File: config.mk
export PLATFORM = sky130hd
export DESIGN_NAME = lcd_seq_ctrl
export DESIGN_NICKNAME = d
export VERILOG_FILES = /design/src/rtl/lcd_seq_ctrl_pkg.sv /design/src/rtl/lcd_seq_ctrl_xfer_hs.sv /design/src/rtl/lcd_seq_ctrl.sv
export SDC_FILE = /design/constraint.sdc
export NUM_CORES = 1
export LEC_CHECK = 0
export CORE_MARGIN = 10
export CORE_UTILIZATION = 65
export DETAILED_ROUTE_END_ITERATION = 12
export PLACE_DENSITY = 0.88
export SETUP_SLACK_MARGIN = 0.2
export SYNTH_ARGS = -nofsm -noshare
export SYNTH_HDL_FRONTEND = slang
export SYNTH_HIERARCHICAL = 1
export SYNTH_SLANG_ARGS = --single-unit
File: constraint.sdc
create_clock -name iCLK -period 4.5 [get_ports iCLK]
set_clock_uncertainty 0.1 [all_clocks]
set_input_delay 0.9 -clock iCLK [delete_from_list [all_inputs] [get_ports iCLK]]
set_output_delay 0.9 -clock iCLK [all_outputs]
set_load 0.02 [all_outputs]
File: src/rtl/lcd_seq_ctrl_pkg.sv
// lcd_pkg: shared state encodings and LCD1602 command constants for the
// lcd_seq_ctrl sequencer. Optional feature macro: LCD_DIRTY_SKIP_EN adds the
// IDLE main state used to skip unchanged frames.
package lcd_pkg;

    typedef enum logic [2:0] {
        ST_PWRUP,
        ST_INIT,
        ST_L1_ADDR,
        ST_L1_CHR,
        ST_L2_ADDR,
        ST_L2_CHR,
        ST_FRAME_END
`ifdef LCD_DIRTY_SKIP_EN
        , ST_IDLE
`endif
    } lcd_state_e;

    typedef enum logic [2:0] {
        H_IDLE,
        H_SETUP,
        H_ASSERT,
        H_WAIT,
        H_RELEASE
    } hs_state_e;

    localparam logic [7:0] LCD_CMD_FUNCSET = 8'h38;
    localparam logic [7:0] LCD_CMD_DISPON  = 8'h0C;
    localparam logic [7:0] LCD_CMD_CLEAR   = 8'h01;
    localparam logic [7:0] LCD_CMD_ENTRY   = 8'h06;
    localparam logic [7:0] LCD_LINE1_ADDR  = 8'h80;
    localparam logic [7:0] LCD_LINE2_ADDR  = 8'hC0;
    localparam int         LCD_COLS        = 16;

    // Initialisation command issued at position idx of the INIT phase.
    function automatic logic [7:0] init_cmd(input logic [1:0] idx);
        case (idx)
            2'd0:    init_cmd = LCD_CMD_FUNCSET;
            2'd1:    init_cmd = LCD_CMD_DISPON;
            2'd2:    init_cmd = LCD_CMD_CLEAR;
            default: init_cmd = LCD_CMD_ENTRY;
        endcase
    endfunction

endpackage

File: src/rtl/lcd_seq_ctrl_xfer_hs.sv
// lcd_xfer_hs: moves one byte through the LCD driver's start/done handshake.
// Start is held for a fixed 3-cycle blanking window so that the done flag
// left over from the previous byte is never mistaken for completion.
module lcd_xfer_hs
    import lcd_pkg::*;
(
    input  logic       iCLK,
    input  logic       iRST,
    input  logic       i_req,
    input  logic [7:0] i_data,
    input  logic       i_rs,
    output logic       o_accepted,
    output logic [7:0] o_drv_data,
    output logic       o_drv_rs,
    output logic       o_drv_start,
    input  logic       iDRV_DONE
);

    hs_state_e  r_state;
    hs_state_e  w_state_nxt;
    logic [1:0] r_blank_cnt;
    logic [7:0] r_data;
    logic       r_rs;
    logic       r_start;

    // Handshake state register.
    always_ff @(posedge iCLK) begin
        if (iRST) r_state <= H_IDLE;
        else      r_state <= w_state_nxt;
    end

    // Next-state decode and the one-cycle accept report.
    always_comb begin
        w_state_nxt = r_state;
        o_accepted  = 1'b0;
        case (r_state)
            H_IDLE:    if (i_req) w_state_nxt = H_SETUP;
            H_SETUP:   w_state_nxt = H_ASSERT;
            H_ASSERT:  if (r_blank_cnt == 2'd2) w_state_nxt = H_WAIT;
            H_WAIT:    if (iDRV_DONE) w_state_nxt = H_RELEASE;
            H_RELEASE: begin
                o_accepted  = 1'b1;
                w_state_nxt = H_IDLE;
            end
            default:   w_state_nxt = H_IDLE;
        endcase
    end

    // Blanking counter: counts the cycles spent in H_ASSERT.
    always_ff @(posedge iCLK) begin
        if (iRST)                     r_blank_cnt <= 2'd0;
        else if (r_state == H_ASSERT) r_blank_cnt <= r_blank_cnt + 2'd1;
        else                          r_blank_cnt <= 2'd0;
    end

    // Byte/RS capture in H_IDLE; held until the next request is taken.
    always_ff @(posedge iCLK) begin
        if (iRST) begin
            r_data <= 8'h00;
            r_rs   <= 1'b0;
        end else if (r_state == H_IDLE && i_req) begin
            r_data <= i_data;
            r_rs   <= i_rs;
        end
    end

    // Registered start: high exactly while in H_ASSERT or H_WAIT.
    always_ff @(posedge iCLK) begin
        if (iRST) r_start <= 1'b0;
        else      r_start <= (w_state_nxt == H_ASSERT) || (w_state_nxt == H_WAIT);
    end

    assign o_drv_data  = r_data;
    assign o_drv_rs    = r_rs;
    assign o_drv_start = r_start;

endmodule

File: src/rtl/lcd_seq_ctrl.sv
// lcd_seq_ctrl: power-up wait, LCD1602 init, then repeated copy of a 32-byte
// host buffer to both display lines through lcd_xfer_hs.
// Optional feature macro: LCD_DIRTY_SKIP_EN (skip frames when nothing was
// written since the last frame started; otherwise refresh continuously).
module lcd_seq_ctrl
    import lcd_pkg::*;
#(
    parameter int PWRUP_CYCLES = 15000,
    parameter int CLK_HZ       = 1000000
) (
    input  logic       iCLK,
    input  logic       iRST,
    input  logic       iWR_EN,
    input  logic [4:0] iWR_ADDR,
    input  logic [7:0] iWR_DATA,
    output logic       oREADY,
    output logic       oFRAME_DONE,
    output logic [7:0] oDRV_DATA,
    output logic       oDRV_RS,
    output logic       oDRV_START,
    input  logic       iDRV_DONE
);

    localparam int PWR_W = (PWRUP_CYCLES > 1) ? $clog2(PWRUP_CYCLES) : 1;
    localparam logic [PWR_W-1:0] PWR_LAST = PWR_W'(PWRUP_CYCLES - 1);

    // CLK_HZ only documents the intended clock; catch nonsense settings early.
    if (CLK_HZ <= 0 || PWRUP_CYCLES < 1) begin : g_bad_param
        $error("lcd_seq_ctrl: CLK_HZ and PWRUP_CYCLES must be positive");
    end

    lcd_state_e       r_state;
    lcd_state_e       w_state_nxt;
    logic [PWR_W-1:0] r_pwr_cnt;
    logic [3:0]       r_idx;
    logic             r_ready;
    logic             r_frame_done;
    logic [7:0]       r_buf [32];
    logic [4:0]       w_rd_addr;
    logic [7:0]       w_rd_data;
    logic             w_req;
    logic [7:0]       w_byte;
    logic             w_rs;
    logic             w_accepted;
`ifdef LCD_DIRTY_SKIP_EN
    logic             r_dirty;
`endif

    // Character index maps to line 2 only while line 2 characters are sent;
    // a same-cycle host write to that address is forwarded to the reader.
    assign w_rd_addr = {(r_state == ST_L2_CHR), r_idx};
    assign w_rd_data = (iWR_EN && (iWR_ADDR == w_rd_addr)) ? iWR_DATA : r_buf[w_rd_addr];

    // Main sequencer state register.
    always_ff @(posedge iCLK) begin
        if (iRST) r_state <= ST_PWRUP;
        else      r_state <= w_state_nxt;
    end

    // Main next-state decode and the byte requested from the handshake.
    always_comb begin
        w_state_nxt = r_state;
        w_req       = 1'b0;
        w_byte      = 8'h00;
        w_rs        = 1'b0;
        case (r_state)
            ST_PWRUP: if (r_pwr_cnt == PWR_LAST) w_state_nxt = ST_INIT;
            ST_INIT: begin
                w_req  = 1'b1;
                w_byte = init_cmd(r_idx[1:0]);
                if (w_accepted && r_idx == 4'd3) w_state_nxt = ST_L1_ADDR;
            end
            ST_L1_ADDR: begin
                w_req  = 1'b1;
                w_byte = LCD_LINE1_ADDR;
                if (w_accepted) w_state_nxt = ST_L1_CHR;
            end
            ST_L1_CHR: begin
                w_req  = 1'b1;
                w_byte = w_rd_data;
                w_rs   = 1'b1;
                if (w_accepted && r_idx == 4'(LCD_COLS - 1)) w_state_nxt = ST_L2_ADDR;
            end
            ST_L2_ADDR: begin
                w_req  = 1'b1;
                w_byte = LCD_LINE2_ADDR;
                if (w_accepted) w_state_nxt = ST_L2_CHR;
            end
            ST_L2_CHR: begin
                w_req  = 1'b1;
                w_byte = w_rd_data;
                w_rs   = 1'b1;
                if (w_accepted && r_idx == 4'(LCD_COLS - 1)) w_state_nxt = ST_FRAME_END;
            end
            ST_FRAME_END: begin
`ifdef LCD_DIRTY_SKIP_EN
                w_state_nxt = r_dirty ? ST_L1_ADDR : ST_IDLE;
`else
                w_state_nxt = ST_L1_ADDR;
`endif
            end
`ifdef LCD_DIRTY_SKIP_EN
            ST_IDLE: if (r_dirty) w_state_nxt = ST_L1_ADDR;
`endif
            default: w_state_nxt = ST_PWRUP;
        endcase
    end

    // Power-on delay counter, only advances while waiting in PWRUP.
    always_ff @(posedge iCLK) begin
        if (iRST)                     r_pwr_cnt <= '0;
        else if (r_state == ST_PWRUP) r_pwr_cnt <= r_pwr_cnt + 1'b1;
    end

    // Byte index within the current phase; restarts on every phase change.
    always_ff @(posedge iCLK) begin
        if (iRST)                          r_idx <= 4'd0;
        else if (w_state_nxt != r_state)   r_idx <= 4'd0;
        else if (w_accepted)               r_idx <= r_idx + 4'd1;
    end

    // Ready latches when INIT completes; frame-done marks the FRAME_END cycle.
    always_ff @(posedge iCLK) begin
        if (iRST) begin
            r_ready      <= 1'b0;
            r_frame_done <= 1'b0;
        end else begin
            if (r_state == ST_INIT && w_state_nxt != ST_INIT) r_ready <= 1'b1;
            r_frame_done <= (w_state_nxt == ST_FRAME_END);
        end
    end

    // Host character buffer; cleared to spaces so a blank panel shows on reset.
    always_ff @(posedge iCLK) begin
        if (iRST) begin
            for (int i = 0; i < 32; i++) r_buf[i] <= 8'h20;
        end else if (iWR_EN) begin
            r_buf[iWR_ADDR] <= iWR_DATA;
        end
    end

`ifdef LCD_DIRTY_SKIP_EN
    // Dirty flag: any write sets it (winning over the clear on frame start).
    always_ff @(posedge iCLK) begin
        if (iRST)                                                     r_dirty <= 1'b0;
        else if (iWR_EN)                                              r_dirty <= 1'b1;
        else if (w_state_nxt == ST_L1_ADDR && r_state != ST_L1_ADDR)  r_dirty <= 1'b0;
    end
`endif

    lcd_xfer_hs u_xfer_hs (
        .iCLK        (iCLK),
        .iRST        (iRST),
        .i_req       (w_req),
        .i_data      (w_byte),
        .i_rs        (w_rs),
        .o_accepted  (w_accepted),
        .o_drv_data  (oDRV_DATA),
        .o_drv_rs    (oDRV_RS),
        .o_drv_start (oDRV_START),
        .iDRV_DONE   (iDRV_DONE)
    );

    assign oREADY      = r_ready;
    assign oFRAME_DONE = r_frame_done;

endmodule

==> impl_metrics.toml, run 1 <==
[route]
finalWirelength_microns = 33270
wire_per_inst_microns = 25.03
antenna_left = 0
drtIter0Drc = 1217
num_vias = 8727
vias_per_cell = 6.567
first_pass_iters = 6
drc = 0

[floorplanning]
placementRows = 53
fp.dieH_microns = 166.7
design.die.area_sq_um = 27780
ios = 29
initial_core_util_pct = 66.31
die_w_microns = 166.7
fp.coreArea_sq_um = 21090

[yosys]
synth_seq_cells = 294
yosysTopAreaCell = "edfxtp_1"
yosysWarnings = 6
synth_flop_cell = "edfxtp_1"
synth_area_leaders = "edfxtp_1, and2_1, mux4_2, dfxtp_1, mux2i_1"
avgSynthCellArea_sq_um = 13.60
synth_common_cells = "edfxtp_1, and2_1, nor2_1, clkbuf_1, mux4_2"
synth_nets = 1053
synth_cell_types = 64
yosysMostFrequentCell = "edfxtp_1"
synth-edff-count = 256
netlist_instances = 1028
synth_async_sr_flop_share_pct = 0
synth_top_area_share_pct = 54.97
yosysSeqAreaShare_pct = 60.42
syn_area_sq_um = 13980

[clocking]
numCtsBuffers = 29
post-cts-setup-buffers = 0
clk_pin_slew_ns = 0.06
clock_sinks = 294
cts_tree = "done"
root_buffer = "clkbuf_16"
htreeDepth = 1
cts_resized = 0
clockBufferDepth = 3
cts_hold_buffers = 0
clk_latency_ns = 0.56

[place]
portBuffers = 28
gp_congestion = 0.8839
dp_hpwl_microns = 20770
dp_slack_ns = 1.008

[status]
status = "complete, no violations"

[timing]
slew_headroom_pct = 38.08
fin_crit_sh_pct = 73.53
tightest_slew_ns = 0.9267
fmax_ghz = 0.3022
setup_violations = 0
fin_setup_tns_ns = 0
rsz0062_at_grt = "no"
period_minus_slack_ns = 3.309
finalHoldViolations = 0
slew_viol_final = 0
finalWorstSetupSlack_ns = 1.191

[hold_path]
hold_end = "u_xfer_hs/r_blank_cnt[0]"
worstHoldPathType = "reg -> reg"
whs_path_depth = 1
hp-start = "u_xfer_hs/r_blank_cnt[0]"

[power]
p_switching_uw = 1259
ir_drop_uv = 326.7
power.density_nw_per_um2 = 394.0
pwr-share-clk_pct = 43.9
leakagePower_uw = 0.005146
p_int_uw = 4790
pwr-share-seq_pct = 51.9
switching_share_pct = 20.81
pwr-share-comb_pct = 4.2

[cells_and_area]
nets = 1056
antenna_cells = 0
drive_above_1_share_pct = 14.42
area_growth_pct = 9.789

[worst_setup_path]
r2r-start = "r_idx[0]"
critPathRequiredTime_ns = 4.82
r2r_slack_ns = 1.19
r2r_end = "u_xfer_hs/o_drv_data[2]"
crit_fanout = 39
crit_path_end_kind = "register"
crit_type = "reg -> reg"
crit_arrival_ns = 3.63
start_kind = "register"
rr_worst_depth = 8

[global_routing]
overflow = 0
antenna_found_initial = 0
grt_usage_pct = 23.20
first_global_vias = 8685
grt_pass1_wl_microns = 51010
grt_max_degree = 64

[run]
drv_cap = 0
-- registers in the layout, indices dropped and copies added (netlist names), 2 cells and up --
register               cells
r_buf                    256
r_pwr_cnt                 14
u_xfer_hs/o_drv_data       8
r_idx                      4
r_state                    3
u_xfer_hs/r_state          3
u_xfer_hs/r_blank_cnt      2
-- how the worst max path moves through the flow --
stage / slack (ns) / cells past startpoint / startpoint / end
floorplan: 1.75 / 7 / iRST / r_buf[20][0]
global placement: 1.14 / 5 / iWR_EN / r_buf[5][4]
detailed placement: 1.01 / 5 / iWR_EN / r_buf[25][4]
CTS: 1.19 / 8 / r_idx[0] / u_xfer_hs/o_drv_data[2]
global route: 1.02 / 7 / r_idx[0] / u_xfer_hs/o_drv_data[4]
finish: 1.19 / 8 / r_idx[0] / u_xfer_hs/o_drv_data[2]
-- cell type report --
| class | instances | area [sq um] |
|---|---|---|
| Sequential cell | 294 | 8452 |
| Fill cell | 1269 | 5736 |
| Multi-Input combinational cell | 656 | 5110 |
| Clock buffer | 39 | 815.8 |
| Timing Repair Buffer | 44 | 370.4 |
| Tap cell | 275 | 344.1 |
| Clock inverter | 15 | 237.7 |
| Inverter | 6 | 22.52 |
-- power groups by stage --
| stage | Clock [uW] | Combinational, uW | Sequential (uW) |
|---|---|---|---|
| finish | 2660 | 252 | 3140 |
| global route | 2760 | 264 | 3150 |
| CTS | 2660 | 247 | 3140 |
| detailed placement | 0 | 243 | 3200 |
| global placement | 0 | 237 | 3190 |
| floorplan | 0 | 153 | 3160 |
-- cells in the final DEF (no fill, tap or decap), types with 4 or more instances in the layout --
cell type,count
buf_4,16
nand2b_1,19
a21oi_1,5
xnor2_1,8
xor2_1,13
and2_1,225
or2_1,6
nand4_1,7
nand3b_1,6
dfxtp_1,37
buf_2,6
nor2_1,72
nor4_1,4
clkbuf_1,7
or2_2,28
or3_1,38
ha_1,8
edfxtp_1,256
o22ai_1,15
clkdlybuf4s50_1,22
o21ai_0,7
bufinv_16,6
a2111oi_1,5
nand2_1,18
clkbuf_16,31
clkinv_1,4
a22o_1,9
mux4_2,48
and3_1,5
a2111oi_0,7
nand3_1,8
mux2i_1,47
-- worst max-delay path, stage by stage, from the launching register on --
cell and delay, ns:
dfxtp_4 0.86, buf_4 0.48, mux2i_1 0.33, o22ai_1 0.11, a2111oi_0 0.80, or3_1 0.24
nand3_1 0.08, nand2b_1 0.08, mux2i_1 0.08
-- metrics by stage --
step	instances	util (%)	instance area (sq um)	power [uW]	hold WS, ns
finish	1329	72.80	15350	6049	0.3095
CTS	1329	72.80	15350	6045	0.3140
global placement	1275	67.81	14300	3424	0.3000
global route	1329	72.80	15350	6172	0.3438
floorplan	1028	-	13980	3316	0.2912
detailed placement	1275	67.81	14300	3438	0.3056
-- routing by layer --
metal / share of wire (%) / track usage [%]
met3: 11 / 4.942
met5: 0 / 0
met1: 37 / 29.92
met4: 3.9 / 9.278
met2: 48 / 37.70
-- cells by family after synthesis --
family	Yosys count	synth area share (%)
adders and majority gates	8	0.7158
and+or+nand+nor	459	19.28
muxes	96	11.28
AOI/OAI and AO/OA	72	3.946
buffers and inverters	78	3.042
xor gates and xnor gates	21	1.315
DFF	294	60.42
No activity file was read; power rests on OpenSTA's default activity.
==> run 2: changes to the inputs <==
--- a/config.mk
+++ b/config.mk
@@ -6,9 +6,9 @@
 export NUM_CORES = 1
 export LEC_CHECK = 0
 export CORE_MARGIN = 10
-export CORE_UTILIZATION = 65
+export CORE_UTILIZATION = 56
 export DETAILED_ROUTE_END_ITERATION = 12
-export PLACE_DENSITY = 0.88
+export PLACE_DENSITY = 0.81
 export SETUP_SLACK_MARGIN = 0.2
 export SYNTH_ARGS = -nofsm -noshare
 export SYNTH_HDL_FRONTEND = slang
==> constraint.sdc (replaced) <==
create_clock -name iCLK -period 2.8 [get_ports iCLK]
set_clock_uncertainty 0.1 [all_clocks]
set_input_delay 0.56 -clock iCLK [delete_from_list [all_inputs] [get_ports iCLK]]
set_output_delay 0.56 -clock iCLK [all_outputs]
set_load 0.02 [all_outputs]
==> run 2 against run 1 <==
  * Hold slack improved by 0.012 ns
  * Sequential share of layout area decreased by 2.7 points
  * Critical path depth increased by 1
  * Critical path type unchanged
  * Register-to-register slack got worse by 0.97 ns
  * Clock-buffer cell count increased by 5
  * Global-route usage decreased by 2.9 points
  * Non-clock buffer count increased by 80
  * Combinational power increased by 65%
  * Design area increased by 5.2%
==> impl_metrics.toml, run 2 (synthesized netlist as in run 1, its figures left out) <==
[global_routing]
antenna_found_initial = 0
grt_max_degree = 77
grt_pass1_wl_microns = 49690
overflow = 0
grt_usage_pct = 20.27
first_global_vias = 8756

[power]
power.density_nw_per_um2 = 586.5
leakagePower_uw = 0.005573
p_total_uw = 9472
ir_drop_uv = 358.2

[floorplanning]
design.die.area_sq_um = 31690
fp.dieH_microns = 178.0
ios = 29
fp.coreArea_sq_um = 24460
initial_core_util_pct = 57.16
placementRows = 57
die_w_microns = 178.0

[timing]
fin_crit_sh_pct = 92.04
setup_violations = 0
slew_headroom_pct = 48.83
tightest_slew_ns = 0.7676
hold_ws_ns = 0.3214
slew_viol_final = 0
period_minus_slack_ns = 2.577
fin_setup_tns_ns = 0
fmax_ghz = 0.3880
finalHoldViolations = 0
rsz0062_at_grt = "yes"

[clocking]
cts_hold_buffers = 0
cts_tree = "done"
clockBufferDepth = 3
clk_pin_slew_ns = 0.06
clock_sinks = 294
numCtsBuffers = 30
clk_latency_ns = 0.57
htreeDepth = 1
root_buffer = "clkbuf_16"

[place]
dp_hpwl_microns = 21100
gp_congestion = 0.9051
portBuffers = 28
place_inst = 1382

[worst_setup_path]
crit_fanout = 9
start_kind = "register"
crit_arrival_ns = 2.93
cpLargestDelayFamily = "compound AO/OA/AOI/OAI gates"
worst_path_largest_cell_delay_ns = 0.52
critPathRequiredTime_ns = 3.15
timing.critical_path.buf_inv = 3
crit_path_end_kind = "register"
crit_type = "reg -> reg"
r2r_slack_ns = 0.22
cp_cell_sequence = "buf_12, buf_4, mux4_2, a22o_1, a2111oi_0, buf_4, o31ai_1, nand2b_1, mux2i_1"
r2r_end = "u_xfer_hs/o_drv_data[1]"
path_common_cell = "buf_4"
rr_worst_depth = 9
cp_slowest_cell = "mux4_2"
r2r-start = "r_idx[0]"

[hold_path]
worstHoldPathType = "reg -> reg"
hold_end = "u_xfer_hs/r_blank_cnt[0]"
hp-start = "u_xfer_hs/r_blank_cnt[0]"
whs_path_depth = 1

[cells_and_area]
nets = 1137
area_growth_pct = 15.49
largest-register = "r_buf"
mostFrequentLayoutCells = "edfxtp_1, and2_1, buf_4"
antenna_cells = 0
drive_above_1_share_pct = 20.60
fill_cells = 1651
fin_cells = 1460
layout_commonest_cell = "edfxtp_1"
largest_register_ffs = 256

[route]
num_vias = 8744
finalWirelength_microns = 32680
drc = 0
antenna_left = 0
wire_per_inst_microns = 22.38
vias_per_cell = 5.989
first_pass_iters = 6
drtIter0Drc = 942

[status]
status = "complete, no violations"

[run]
drv_cap = 0
-- run 2: power by group --
group | internal, uW | leakage (uW) | switching [uW]
clock network | 2350 | 0.000480 | 1680
logic | 151 | 0.00233 | 264
registers | 4960 | 0.00276 | 72.2
total | 7460 | 0.00557 | 2010
-- run 2: cell type report --
cell class | instances | area (sq um) | area share (%)
inverter | 6 | 22.52 | 0.1395
timing repair buffer | 124 | 1117 | 6.919
multi-input combinational | 656 | 5154 | 31.91
tap | 324 | 405.4 | 2.510
clock buffer | 44 | 875.8 | 5.423
sequential | 294 | 8453 | 52.34
clock inverter | 12 | 121.4 | 0.7515
-- run 2: worst max path at each step --
stage | start | end | cells after the start
finish | r_idx[0] | u_xfer_hs/o_drv_data[1] | 9
global route | r_idx[0] | u_xfer_hs/o_drv_data[3] | 9
CTS | r_idx[0] | u_xfer_hs/o_drv_data[5] | 8
detailed placement | iWR_ADDR[3] | u_xfer_hs/o_drv_data[0] | 8
global placement | iWR_ADDR[3] | u_xfer_hs/o_drv_data[6] | 7
floorplan | iRST | r_buf[20][0] | 7
-- run 2: timing repair --
item	4_1_cts	5_1_grt
setup buffers	0	22
gates resized for setup	2	16
setup endpoints to repair	3	5
-- run 2: through the flow --
stage	util, %	setup WS [ns]	area, sq um
CTS	65.04	0.2095	15910
floorplan	-	0.3868	13980
global placement	60.94	0.1305	14910
global route	66.02	0.1442	16150
detailed placement	60.94	0.04344	14910
finish	66.02	0.2230	16150
-- run 2: metal layers --
layer / part of all wire [%] / routed length (microns) / vias to the layer above / GRT usage [%]
li1: - / - / 3945 / -
met1: 39 / 12730 / 4339 / 26.50
met2: 50 / 16370 / 390 / 33.98
met3: 8.2 / 2679 / 70 / 3.235
met4: 2.7 / 891 / 0 / 6.669
met5: 0 / 0 / - / 0
==> run 3: changes to the inputs <==
--- a/config.mk
+++ b/config.mk
@@ -5,6 +5,7 @@
 export SDC_FILE = /design/constraint.sdc
 export NUM_CORES = 1
 export LEC_CHECK = 0
+export ABC_CLOCK_PERIOD_IN_PS = 2800
 export CORE_MARGIN = 10
 export CORE_UTILIZATION = 56
 export DETAILED_ROUTE_END_ITERATION = 12
==> results of run 3 <==
The final DEF is identical to that of run 2; final timing and power are the same.
